<file path="config.mk">
export PLATFORM = sky130hd
export DESIGN_NAME = order_request_responder
export DESIGN_NICKNAME = d
export VERILOG_FILES = /design/src/rtl/order_request_responder_pkg.sv /design/src/rtl/order_request_responder_book_slot_array.sv /design/src/rtl/order_request_responder.sv
export SDC_FILE = /design/constraint.sdc
export NUM_CORES = 1
export LEC_CHECK = 0
export ABC_AREA = 0
export BUFFER_PORTS_ARGS = -buffer_cell sky130_fd_sc_hd__buf_2
export CORE_MARGIN = 2
export CORE_UTILIZATION = 45
export CTS_BUF_LIST = sky130_fd_sc_hd__clkbuf_4 sky130_fd_sc_hd__clkbuf_8
export CTS_CLUSTER_SIZE = 24
export DETAILED_ROUTE_END_ITERATION = 10
export REMOVE_ABC_BUFFERS = 1
export SYNTH_ARGS = -nofsm -noshare
export SYNTH_HDL_FRONTEND = slang
export SYNTH_HIERARCHICAL = 1
export SYNTH_SLANG_ARGS = --single-unit
export TNS_END_PERCENT = 50
</file>
<file path="constraint.sdc">
create_clock -name clk_in -period 10.6 [get_ports clk_in]
set_input_delay 2.12 -clock clk_in [delete_from_list [all_inputs] [get_ports clk_in]]
set_output_delay 2.12 -clock clk_in [all_outputs]
set_load 0.02 [all_outputs]
</file>
<file path="src/rtl/order_request_responder_pkg.sv">
// Shared order-book package: book entry layout, index widths, opcodes,
// FSM state encoding and a saturating-increment helper.
//
// Contents:
//   STOCK_INDEX, NUM_STOCK_INDEX  stock id width-1 and highest valid stock id
//   ORDER_INDEX, PRICE_INDEX,
//   QUANTITY_INDEX                field widths minus one
//   ADD_ORDER/CANCEL_ORDER/
//   REDUCE_ORDER                  3-bit request opcodes (anything else is rejected)
//   book_entry                    {price, order_id, quantity}
//   resp_state_t                  responder FSM states
//   sat_inc16                     16-bit saturating increment
package order_request_responder_pkg;

  localparam int STOCK_INDEX     = 1;  // stock ids are 2 bits wide
  localparam int NUM_STOCK_INDEX = 2;  // stocks 0..2 exist; id 3 is out of range
  localparam int ORDER_INDEX     = 7;
  localparam int PRICE_INDEX     = 7;
  localparam int QUANTITY_INDEX  = 7;

  localparam logic [STOCK_INDEX:0] LAST_STOCK = (STOCK_INDEX + 1)'(NUM_STOCK_INDEX);

  localparam logic [2:0] ADD_ORDER    = 3'd1;
  localparam logic [2:0] CANCEL_ORDER = 3'd2;
  localparam logic [2:0] REDUCE_ORDER = 3'd3;

  typedef struct packed {
    logic [PRICE_INDEX:0]    price;
    logic [ORDER_INDEX:0]    order_id;
    logic [QUANTITY_INDEX:0] quantity;
  } book_entry;

  typedef enum logic [2:0] {
    ST_IDLE  = 3'd0,
    ST_SCAN  = 3'd1,
    ST_APPLY = 3'd2,
    ST_BEST  = 3'd3,
    ST_DONE  = 3'd4
  } resp_state_t;

  function automatic logic [15:0] sat_inc16(input logic [15:0] value);
    return (value == 16'hFFFF) ? value : value + 16'd1;
  endfunction

endpackage

</file>
<file path="src/rtl/order_request_responder_book_slot_array.sv">
// book_slot_array: resting-order storage for every stock, addressed by
// {stock, slot}. One combinational read port and one write port per cycle.
// Only the valid bits are reset; entry payloads are don't-care while invalid.
//
// Ports:
//   clk_in, rst_in      clock, asynchronous active-high reset (clears valid bits)
//   rd_addr             {stock, slot} read address
//   rd_entry, rd_valid  stored entry and its valid bit at rd_addr
//   wr_en               write strobe
//   wr_addr             {stock, slot} write address
//   wr_entry, wr_valid  payload and valid bit written when wr_en=1
module book_slot_array
  import order_request_responder_pkg::*;
#(
  parameter int DEPTH  = 4,
  parameter int ADDR_W = STOCK_INDEX + 1 + $clog2(DEPTH)
) (
  input  logic              clk_in,
  input  logic              rst_in,
  input  logic [ADDR_W-1:0] rd_addr,
  output book_entry         rd_entry,
  output logic              rd_valid,
  input  logic              wr_en,
  input  logic [ADDR_W-1:0] wr_addr,
  input  book_entry         wr_entry,
  input  logic              wr_valid
);

  // Sized to the full address space so an out-of-range stock id still reads
  // a (never written, always invalid) slot instead of falling off the array.
  localparam int NUM_SLOTS = 1 << ADDR_W;

  book_entry              entries [NUM_SLOTS];
  logic [NUM_SLOTS-1:0]   valid;

  always_ff @(posedge clk_in or posedge rst_in) begin
    if (rst_in) begin
      valid <= '0;
    end else if (wr_en) begin
      valid[wr_addr] <= wr_valid;
    end
  end

  always_ff @(posedge clk_in) begin
    if (wr_en) begin
      entries[wr_addr] <= wr_entry;
    end
  end

  assign rd_entry = entries[rd_addr];
  assign rd_valid = valid[rd_addr];

endmodule

</file>
<file path="src/rtl/order_request_responder.sv">
// order_request_responder: applies one ADD / CANCEL / REDUCE request at a time
// to a per-stock order book and maintains the best (highest) resting price of
// every stock.
//
// Request handshake: in IDLE a request is accepted on any rising edge where
// start=1; all request inputs are captured on that edge and is_busy rises.
// While is_busy=1 start is ignored (nothing is queued). Exactly 2*DEPTH+2
// cycles after the start cycle, req_done pulses for one cycle with req_error
// valid alongside it; is_busy falls and best_prices_valid rises on the next
// edge, after which a new start can be sampled.
//
// Flow: IDLE -> SCAN (DEPTH cycles, one slot per cycle) -> APPLY (1 cycle,
// single book write) -> BEST (DEPTH cycles, max price over target stock)
// -> DONE (req_done pulse) -> IDLE. Rejected requests take the same path
// and the same time, but write nothing.
//
// Ports:
//   clk_in, rst_in       clock, asynchronous active-high reset
//   start, request       request strobe and opcode
//   stock_to_add         target stock
//   order_to_add         entry to insert for ADD_ORDER
//   order_id             target order for CANCEL/REDUCE
//   delete               must be 1 with CANCEL_ORDER
//   quantity             reduce amount for REDUCE_ORDER
//   is_busy              request in progress
//   best_price_stocks    best resting price per stock, 0 when empty
//   best_prices_valid    best_price_stocks reflects all completed requests
//   req_done, req_error  completion pulse and reject flag
//   accepted_count,
//   rejected_count       saturating 16-bit request counters, present only
//                        when ORDER_RESP_STATS_EN is defined
module order_request_responder
  import order_request_responder_pkg::*;
#(
  parameter int DEPTH = 4
) (
  input  logic                    clk_in,
  input  logic                    rst_in,
  input  logic                    start,
  input  logic [2:0]              request,
  input  logic [STOCK_INDEX:0]    stock_to_add,
  input  book_entry               order_to_add,
  input  logic [ORDER_INDEX:0]    order_id,
  input  logic                    delete,
  input  logic [QUANTITY_INDEX:0] quantity,
  output logic                    is_busy,
  output logic [PRICE_INDEX:0]    best_price_stocks [0:NUM_STOCK_INDEX],
  output logic                    best_prices_valid,
  output logic                    req_done,
  output logic                    req_error
`ifdef ORDER_RESP_STATS_EN
  ,
  output logic [15:0]             accepted_count,
  output logic [15:0]             rejected_count
`endif
);

  localparam int SLOT_W = $clog2(DEPTH);
  localparam int ADDR_W = STOCK_INDEX + 1 + SLOT_W;
  localparam logic [SLOT_W-1:0] LAST_SLOT = SLOT_W'(DEPTH - 1);

  resp_state_t             state;

  // Captured request.
  logic [2:0]              op_r;
  logic [STOCK_INDEX:0]    stock_r;
  book_entry               entry_r;
  logic [ORDER_INDEX:0]    id_r;      // id searched for during SCAN
  logic                    delete_r;
  logic [QUANTITY_INDEX:0] qty_r;

  // Scan results and running maximum.
  logic [SLOT_W-1:0]       cnt;
  logic                    free_found;
  logic [SLOT_W-1:0]       free_slot;
  logic                    match_found;
  logic [SLOT_W-1:0]       match_slot;
  book_entry               match_entry;
  logic                    err_r;
  logic [PRICE_INDEX:0]    best_acc;

  // Slot array ports.
  logic [ADDR_W-1:0]       rd_addr;
  book_entry               rd_entry;
  logic                    rd_valid;
  logic                    wr_en;
  logic [ADDR_W-1:0]       wr_addr;
  book_entry               wr_entry;
  logic                    wr_valid;

  logic                    reject;
  logic [PRICE_INDEX:0]    best_next;

  book_slot_array #(
    .DEPTH  (DEPTH),
    .ADDR_W (ADDR_W)
  ) u_slots (
    .clk_in   (clk_in),
    .rst_in   (rst_in),
    .rd_addr  (rd_addr),
    .rd_entry (rd_entry),
    .rd_valid (rd_valid),
    .wr_en    (wr_en),
    .wr_addr  (wr_addr),
    .wr_entry (wr_entry),
    .wr_valid (wr_valid)
  );

  // SCAN and BEST both walk the target stock slot by slot with cnt.
  assign rd_addr = {stock_r, cnt};

  assign best_next = (rd_valid && (rd_entry.price > best_acc)) ? rd_entry.price : best_acc;

  // Reject decision from the completed scan, and the single APPLY write.
  always_comb begin
    reject   = 1'b0;
    wr_en    = 1'b0;
    wr_addr  = {stock_r, free_slot};
    wr_entry = entry_r;
    wr_valid = 1'b1;

    if (stock_r > LAST_STOCK) begin
      reject = 1'b1;
    end
    case (op_r)
      ADD_ORDER:    if (!free_found || match_found) reject = 1'b1;
      CANCEL_ORDER: if (!match_found || !delete_r) reject = 1'b1;
      REDUCE_ORDER: if (!match_found || (qty_r == '0)) reject = 1'b1;
      default:      reject = 1'b1;
    endcase

    if ((state == ST_APPLY) && !reject) begin
      wr_en = 1'b1;
      case (op_r)
        CANCEL_ORDER: begin
          wr_addr  = {stock_r, match_slot};
          wr_entry = match_entry;
          wr_valid = 1'b0;
        end
        REDUCE_ORDER: begin
          wr_addr  = {stock_r, match_slot};
          wr_entry = match_entry;
          // Reducing by the full resting quantity or more removes the order.
          if (qty_r >= match_entry.quantity) begin
            wr_valid = 1'b0;
          end else begin
            wr_entry.quantity = match_entry.quantity - qty_r;
          end
        end
        default: ;  // ADD_ORDER uses the defaults: free slot, captured entry
      endcase
    end
  end

  always_ff @(posedge clk_in or posedge rst_in) begin
    if (rst_in) begin
      state             <= ST_IDLE;
      op_r              <= '0;
      stock_r           <= '0;
      entry_r           <= '0;
      id_r              <= '0;
      delete_r          <= 1'b0;
      qty_r             <= '0;
      cnt               <= '0;
      free_found        <= 1'b0;
      free_slot         <= '0;
      match_found       <= 1'b0;
      match_slot        <= '0;
      match_entry       <= '0;
      err_r             <= 1'b0;
      best_acc          <= '0;
      is_busy           <= 1'b0;
      best_prices_valid <= 1'b1;
      req_done          <= 1'b0;
      req_error         <= 1'b0;
      for (int s = 0; s <= NUM_STOCK_INDEX; s++) begin
        best_price_stocks[s] <= '0;
      end
`ifdef ORDER_RESP_STATS_EN
      accepted_count    <= '0;
      rejected_count    <= '0;
`endif
    end else begin
      req_done <= 1'b0;
      case (state)
        ST_IDLE: begin
          if (start) begin
            op_r              <= request;
            stock_r           <= stock_to_add;
            entry_r           <= order_to_add;
            id_r              <= (request == ADD_ORDER) ? order_to_add.order_id : order_id;
            delete_r          <= delete;
            qty_r             <= quantity;
            cnt               <= '0;
            free_found        <= 1'b0;
            match_found       <= 1'b0;
            is_busy           <= 1'b1;
            best_prices_valid <= 1'b0;
            state             <= ST_SCAN;
          end
        end

        ST_SCAN: begin
          if (rd_valid && (rd_entry.order_id == id_r)) begin
            if (!match_found) begin
              match_found <= 1'b1;
              match_slot  <= cnt;
              match_entry <= rd_entry;
            end
          end else if (!rd_valid && !free_found) begin
            free_found <= 1'b1;
            free_slot  <= cnt;
          end
          if (cnt == LAST_SLOT) begin
            cnt   <= '0;
            state <= ST_APPLY;
          end else begin
            cnt <= cnt + 1'b1;
          end
        end

        ST_APPLY: begin
          err_r    <= reject;
          best_acc <= '0;
          state    <= ST_BEST;
        end

        ST_BEST: begin
          best_acc <= best_next;
          if (cnt == LAST_SLOT) begin
            cnt       <= '0;
            req_done  <= 1'b1;
            req_error <= err_r;
            // A rejected request left the book untouched, so the published
            // value stays as it was (this also covers out-of-range stocks).
            if (!err_r) begin
              for (int s = 0; s <= NUM_STOCK_INDEX; s++) begin
                if (int'(stock_r) == s) begin
                  best_price_stocks[s] <= best_next;
                end
              end
            end
            state <= ST_DONE;
          end else begin
            cnt <= cnt + 1'b1;
          end
        end

        ST_DONE: begin
          is_busy           <= 1'b0;
          best_prices_valid <= 1'b1;
`ifdef ORDER_RESP_STATS_EN
          if (req_error) begin
            rejected_count <= sat_inc16(rejected_count);
          end else begin
            accepted_count <= sat_inc16(accepted_count);
          end
`endif
          state <= ST_IDLE;
        end

        default: state <= ST_IDLE;
      endcase
    end
  end

endmodule

</file>
==> results of run 1 <==
-- logic make-up after synthesis --
logic type      count (synthesis)
flops                         518
simple gates                  170
buf+inv                        82
xor+xnor                       12
compound gates                145
mux                           218
fa+ha+maj                      18
-- power by group --
group          internal [mW]  switching (mW)  total, mW
logic                  0.758            1.08       1.84
registers               2.61           0.199       2.81
clock network           1.03           0.794       1.83
total                   4.40            2.07       6.47
-- worst paths after layout --
path                       cells past startpoint           endpoint  slack, ns              start
max                                           10   u_slots/valid[0]       5.71           state[2]
min                                            1  u_slots/valid[11]       0.50  u_slots/valid[11]
max reg2reg                                   10   u_slots/valid[0]       5.71           state[2]
min reg2reg                                    1  u_slots/valid[11]       0.50  u_slots/valid[11]
max in group asynchronous                      3             cnt[1]       7.70             rst_in
min in group asynchronous                      2   u_slots/valid[5]       1.58             rst_in
-- synth_stat cells, types with 9 or more instances --
library cell	count
nor2_1	64
nor3_1	9
inv_1	24
o21ai_0	16
buf_1	12
a21oi_1	51
mux4_2	100
edfxtp_1	384
ha_1	17
clkbuf_1	17
mux2i_1	24
mux2_2	94
dfrtp_1	133
buf_2	14
nand2_1	59
a22oi_1	50
-- registers in the layout (all words and copies together), names as in the netlist, 2 cells and up --
signal / flops
cnt: 2
op_r: 3
u_slots/entries: 384
match_slot: 2
qty_r: 8
best_price_stocks: 24
u_slots/valid: 16
stock_r: 2
free_slot: 2
id_r: 8
match_entry: 24
best_acc: 8
entry_r: 24
state: 3
-- layer usage --
layer | track usage [%] | up-vias | wire, µm
met5 | 0 | - | 0
met4 | 6.42 | 0 | 1070
met3 | 4.29 | 88 | 3540
met2 | 33.0 | 402 | 23100
met1 | 28.9 | 5858 | 21000
li1 | - | 4865 | -
-- cell type report --
type | instances | area share [%]
antenna | 1 | 0.0105
clock buffer | 124 | 6.44
clock inverter | 31 | 1.12
inverter | 24 | 0.398
multi-input combinational | 563 | 24.0
sequential | 518 | 62.3
tap | 607 | 3.18
timing repair buffer | 103 | 2.49
==> impl_metrics.py, run 1 <==
metrics = {
    "logic_synthesis": {
        "yosys.area.top_type": "edfxtp_1",
        "synth_compound_area_share_pct": 4.53,
        "avgSynthCellArea_um2": 18.0,
        "synthFlopType": "edfxtp_1",
        "synth.distinct_cells": 53,
        "post_synth_instance_area_mm2": 0.0209,
        "synth_top_family_by_area": "multiplexers",
        "synthXorXnorAreaFrac_pct": 0.502,
        "ys_warn_count": 6,
        "syn_inst": 1163,
        "synth_simple_gate_area_share_pct": 3.85,
        "muxShareOfSynthArea_pct": 17.0,
        "ys_async_sr_fraction_pct": 25.9,
        "ys_top_cells_by_area": "edfxtp_1 (55%), dfrtp_1 (16%), mux4_2 (11%), mux2_2 (5.1%), a22oi_1 (1.8%)",
        "ys_ff_latch": 518,
        "yosysSeqAreaShare_pct": 71.1,
        "synth_fa_ha_area_share_pct": 1.11,
        "synth_top_area_share_pct": 55.1,
        "synth_edf_count": 384,
    },
    "sta": {
        "setup_viol": 0,
        "setup_tns_ns": 0,
        "holdWs_ns": 0.501,
        "worst_slack_ns": 5.71,
        "worst_pin_slew_ns": 1.19,
        "period_needed_ns": 4.89,
        "finalMaxSlewViolations": 0,
        "worst_clock_skew_ns": 0.0315,
        "rsz0062_at_grt": "no",
        "period_share_pct": 46.2,
        "hold_viol": 0,
        "relSlewSlack_pct": 20.5,
        "fmax_ghz": 0.204,
    },
    "clocking": {
        "clk-insertion-delay-late_ns": 0.65,
        "cts.sinks": 518,
        "clk_root_buffer_cell": "clkbuf_8",
        "clockBufferDepth": 3,
        "numCtsBuffers": 86,
        "cts_tree": "yes",
        "postCtsSetupRepairBufs": 0,
        "cts-resized-gates": 0,
        "h-tree-depth": 3,
        "cts.reportedPaths.clkPinSlew_ns": 0.06,
        "postCtsHoldBufs": 0,
    },
    "layout": {
        "area_delta_synth_final_pct": 14.1,
        "layout_common_cells": "edfxtp_1 (384), dfrtp_1 (131), mux4_2 (100), clkbuf_8 (97), mux2_2 (94)",
        "nets": 1363,
        "final-seq-area_mm2": 0.0149,
        "final_cells": 1971,
        "multi_input_comb_area_mm2": 0.00574,
        "utilization_pct": 51.6,
        "drive_above_1_share_pct": 35.4,
        "final_area_mm2": 0.0239,
        "num-fill-cells": 3790,
        "final_common_cell": "edfxtp_1",
    },
    "power": {
        "p_per_area_mw_per_mm2": 271,
        "ir_drop_mv": 0.202,
        "power_leakage_nw": 8.73,
        "finalPower_mw": 6.47,
    },
    "global_route": {
        "grt_use_total_pct": 20.7,
        "overflow": 0,
        "antenna_found_initial": 2,
        "grt_first_pass_wirelength_um": 72300,
        "grt_max_degree": 106,
        "grt_pass1_vias": 11500,
    },
    "floorplanning": {
        "dieArea_mm2": 0.0483,
        "coreArea_mm2": 0.0463,
        "num_rows": 79,
        "dieWidth_um": 220,
        "die_h_um": 220,
        "start_util_pct": 45.3,
        "io-pin-count": 77,
    },
    "setup_path": {
        "start_kind": "register",
        "worst_ep_arrival_time_ns": 5.41,
        "cp_max_fo": 33,
        "worst-path-buf-inv": 2,
        "critical-path-top-delay-family": "simple AND/OR/NAND/NOR gates",
        "cpPeakStageDelay_ns": 0.59,
        "path_class": "reg -> reg",
        "required_ns": 11.12,
        "cp-end-kind": "register",
        "crit_slowest_cell": "or3b_2",
        "path_cells": "nand2b_1, nor2_1, nor4b_4, nor3b_4, buf_4, mux2_2, or3b_2, nor3_4, buf_4, mux2_2",
    },
    "min_path": {
        "hold_path.class": "reg -> reg",
    },
    "detailed_routing": {
        "drt_iter0_drc": 1100,
        "routed_wl_um": 48700,
        "vias_per_cell": 5.69,
        "dr.pass1.iters": 5,
        "vias": 11200,
        "wl_per_cell_um": 24.7,
        "ant_nets": 0,
        "post-route-drc-count": 0,
    },
    "placed_design": {
        "routabilityCongestion": 0.771,
        "pre_cts_ws_ns": 5.62,
        "hpwl_um": 27000,
        "dp_cells": 1815,
        "placed_area_mm2": 0.0221,
        "port-buffer-count": 76,
    },
    "run": {
        "drv_cap": 0,
    },
    "run_status": {
        "status": "complete, no violations",
    },
}
Note: power is estimated with default switching activity, not from simulation.
==> run 2, diff against run 1 <==
Clock period 10.6 ns to 4.1 ns, I/O delays scaled along.
==> impl_metrics.py, run 2 (same netlist as run 1, synthesis figures left out) <==
metrics = {
    "run_status": {
        "status": "complete, no violations",
    },
    "layout": {
        "drive_above_1_share_pct": 37.6,
        "largest_register_ffs": 384,
        "top_register": "u_slots/entries",
        "final_common_cell": "edfxtp_1",
        "final_area_mm2": 0.0245,
        "layout_common_cells": "edfxtp_1 (384), dfrtp_1 (131), mux4_2 (100), mux2_2 (94), clkbuf_8 (94)",
        "area_delta_synth_final_pct": 16.9,
        "utilization_pct": 52.9,
        "nets": 1415,
    },
    "sta": {
        "finalMaxSlewViolations": 0,
        "setup_tns_ns": 0,
        "fmax_ghz": 0.262,
        "relSlewSlack_pct": 19.4,
        "rsz0062_at_grt": "no",
        "worst_clock_skew_ns": 0.0278,
        "worst_pin_slew_ns": 1.21,
        "period_share_pct": 93.1,
        "setup_viol": 0,
        "period_needed_ns": 3.82,
        "holdWs_ns": 0.288,
        "hold_viol": 0,
    },
    "detailed_routing": {
        "ant_nets": 0,
        "vias": 11300,
        "vias_per_cell": 5.59,
        "dr.pass1.iters": 7,
        "drt_iter0_drc": 1031,
        "routed_wl_um": 49300,
        "wl_per_cell_um": 24.3,
        "post-route-drc-count": 0,
    },
    "power": {
        "p_per_area_mw_per_mm2": 692,
        "power_leakage_nw": 9.04,
        "ir_drop_mv": 0.343,
    },
    "clocking": {
        "cts.sinks": 518,
        "cts.reportedPaths.clkPinSlew_ns": 0.06,
        "clk_root_buffer_cell": "clkbuf_8",
        "clk-insertion-delay-late_ns": 0.67,
        "numCtsBuffers": 84,
        "postCtsSetupRepairBufs": 0,
        "cts_tree": "yes",
        "clockBufferDepth": 3,
        "h-tree-depth": 3,
    },
    "global_route": {
        "overflow": 0,
        "antenna_found_initial": 2,
        "grt_use_total_pct": 21.1,
        "grt_first_pass_wirelength_um": 73300,
        "grt_max_degree": 84,
        "grt_pass1_vias": 11600,
    },
    "placed_design": {
        "port-buffer-count": 76,
        "placed_area_mm2": 0.0227,
        "hpwl_um": 30300,
        "routabilityCongestion": 0.793,
    },
    "floorplanning": {
        "start_util_pct": 45.3,
        "die_h_um": 220,
        "io-pin-count": 77,
        "num_rows": 79,
        "dieWidth_um": 220,
        "coreArea_mm2": 0.0463,
        "dieArea_mm2": 0.0483,
    },
    "run": {
        "drv_cap": 0,
    },
    "setup_path": {
        "start_kind": "register",
        "path_class": "reg -> reg",
        "worst_ep_arrival_time_ns": 4.35,
        "cp-end-kind": "register",
        "required_ns": 4.64,
        "cp_max_fo": 23,
    },
    "min_path": {
        "hold_path.class": "in -> async",
    },
}
## run 2: cell count changes in the layout (fill, tap and decap cells not counted)
cell	previous run	this run
bufinv_16	4	3
clkinvlp_4	3	4
inv_8	1	3
clkinv_1	5	10
clkbuf_8	97	94
buf_4	26	65
buf_12	1	16
nor4_2	0	1
nor4_1	3	2
clkinv_2	17	8
clkbuf_4	27	34
## run 2: where the power goes
group          switching (mW)  internal [mW]  leakage, nW
registers               0.463           6.74         5.16
logic                    2.91           2.16         2.93
clock network            2.05           2.62        0.945
## run 2: critical path, cell delays in order, from the launching register on
cell and delay [ns]:
dfrtp_4 0.74, buf_12 0.26, mux4_2 0.52, a22oi_1 0.25
nand2_1 0.12, xor2_1 0.18, nor4_2 0.45, nand4_1 0.30
nor2_2 0.19, buf_4 0.28, mux2_2 0.36
## run 2: repair_timing
action,CTS,global route
hold endpoints to repair,0,0
setup endpoints to repair,0,25
hold buffers,0,0
resized for setup,0,1
## run 2: stage by stage
step	total power, mW	instances	setup WS [ns]
finish	16.9	2027	0.282
CTS	17.1	2026	0.0771
global placement	12.3	1869	0.120
detailed placement	12.4	1869	0.0942
floorplan	10.8	1105	-2.61
global route	17.8	2026	0.0123
## run 2: routing by layer
metal / global-route usage [%] / up-vias / wire length, µm
li1: - / 4999 / -
met3: 3.59 / 43 / 2670
met2: 35.3 / 320 / 24800
met4: 6.26 / 0 / 667
met1: 28.5 / 5970 / 21200
met5: 0 / - / 0
## run 2: final timing paths
kind | cells after the start | slack, ns | start | end
worst max-delay path | 10 | 0.28 | cnt[0] | match_entry[12]
worst min-delay path | 2 | 0.29 | rst_in | u_slots/valid[5]
worst max register to register | 10 | 0.28 | cnt[0] | match_entry[12]
worst min register to register | 1 | 0.50 | u_slots/valid[8] | u_slots/valid[8]
max in group asynchronous | 3 | 2.90 | rst_in | best_prices_valid
min in group clk_in | 3 | 0.37 | quantity[5] | qty_r[5]
## run 2: final cells by class
| cell class | count | area, µm² |
|---|---|---|
| flip-flops and latches | 518 | 14900 |
| repair buffers | 157 | 1190 |
| fillers | 3732 | 21800 |
| diodes | 1 | 2.50 |
| well taps | 607 | 759 |
| inverters | 24 | 95.1 |
| multi-input cells | 563 | 5750 |
| clock inverters | 29 | 240 |
| clock buffers | 128 | 1550 |
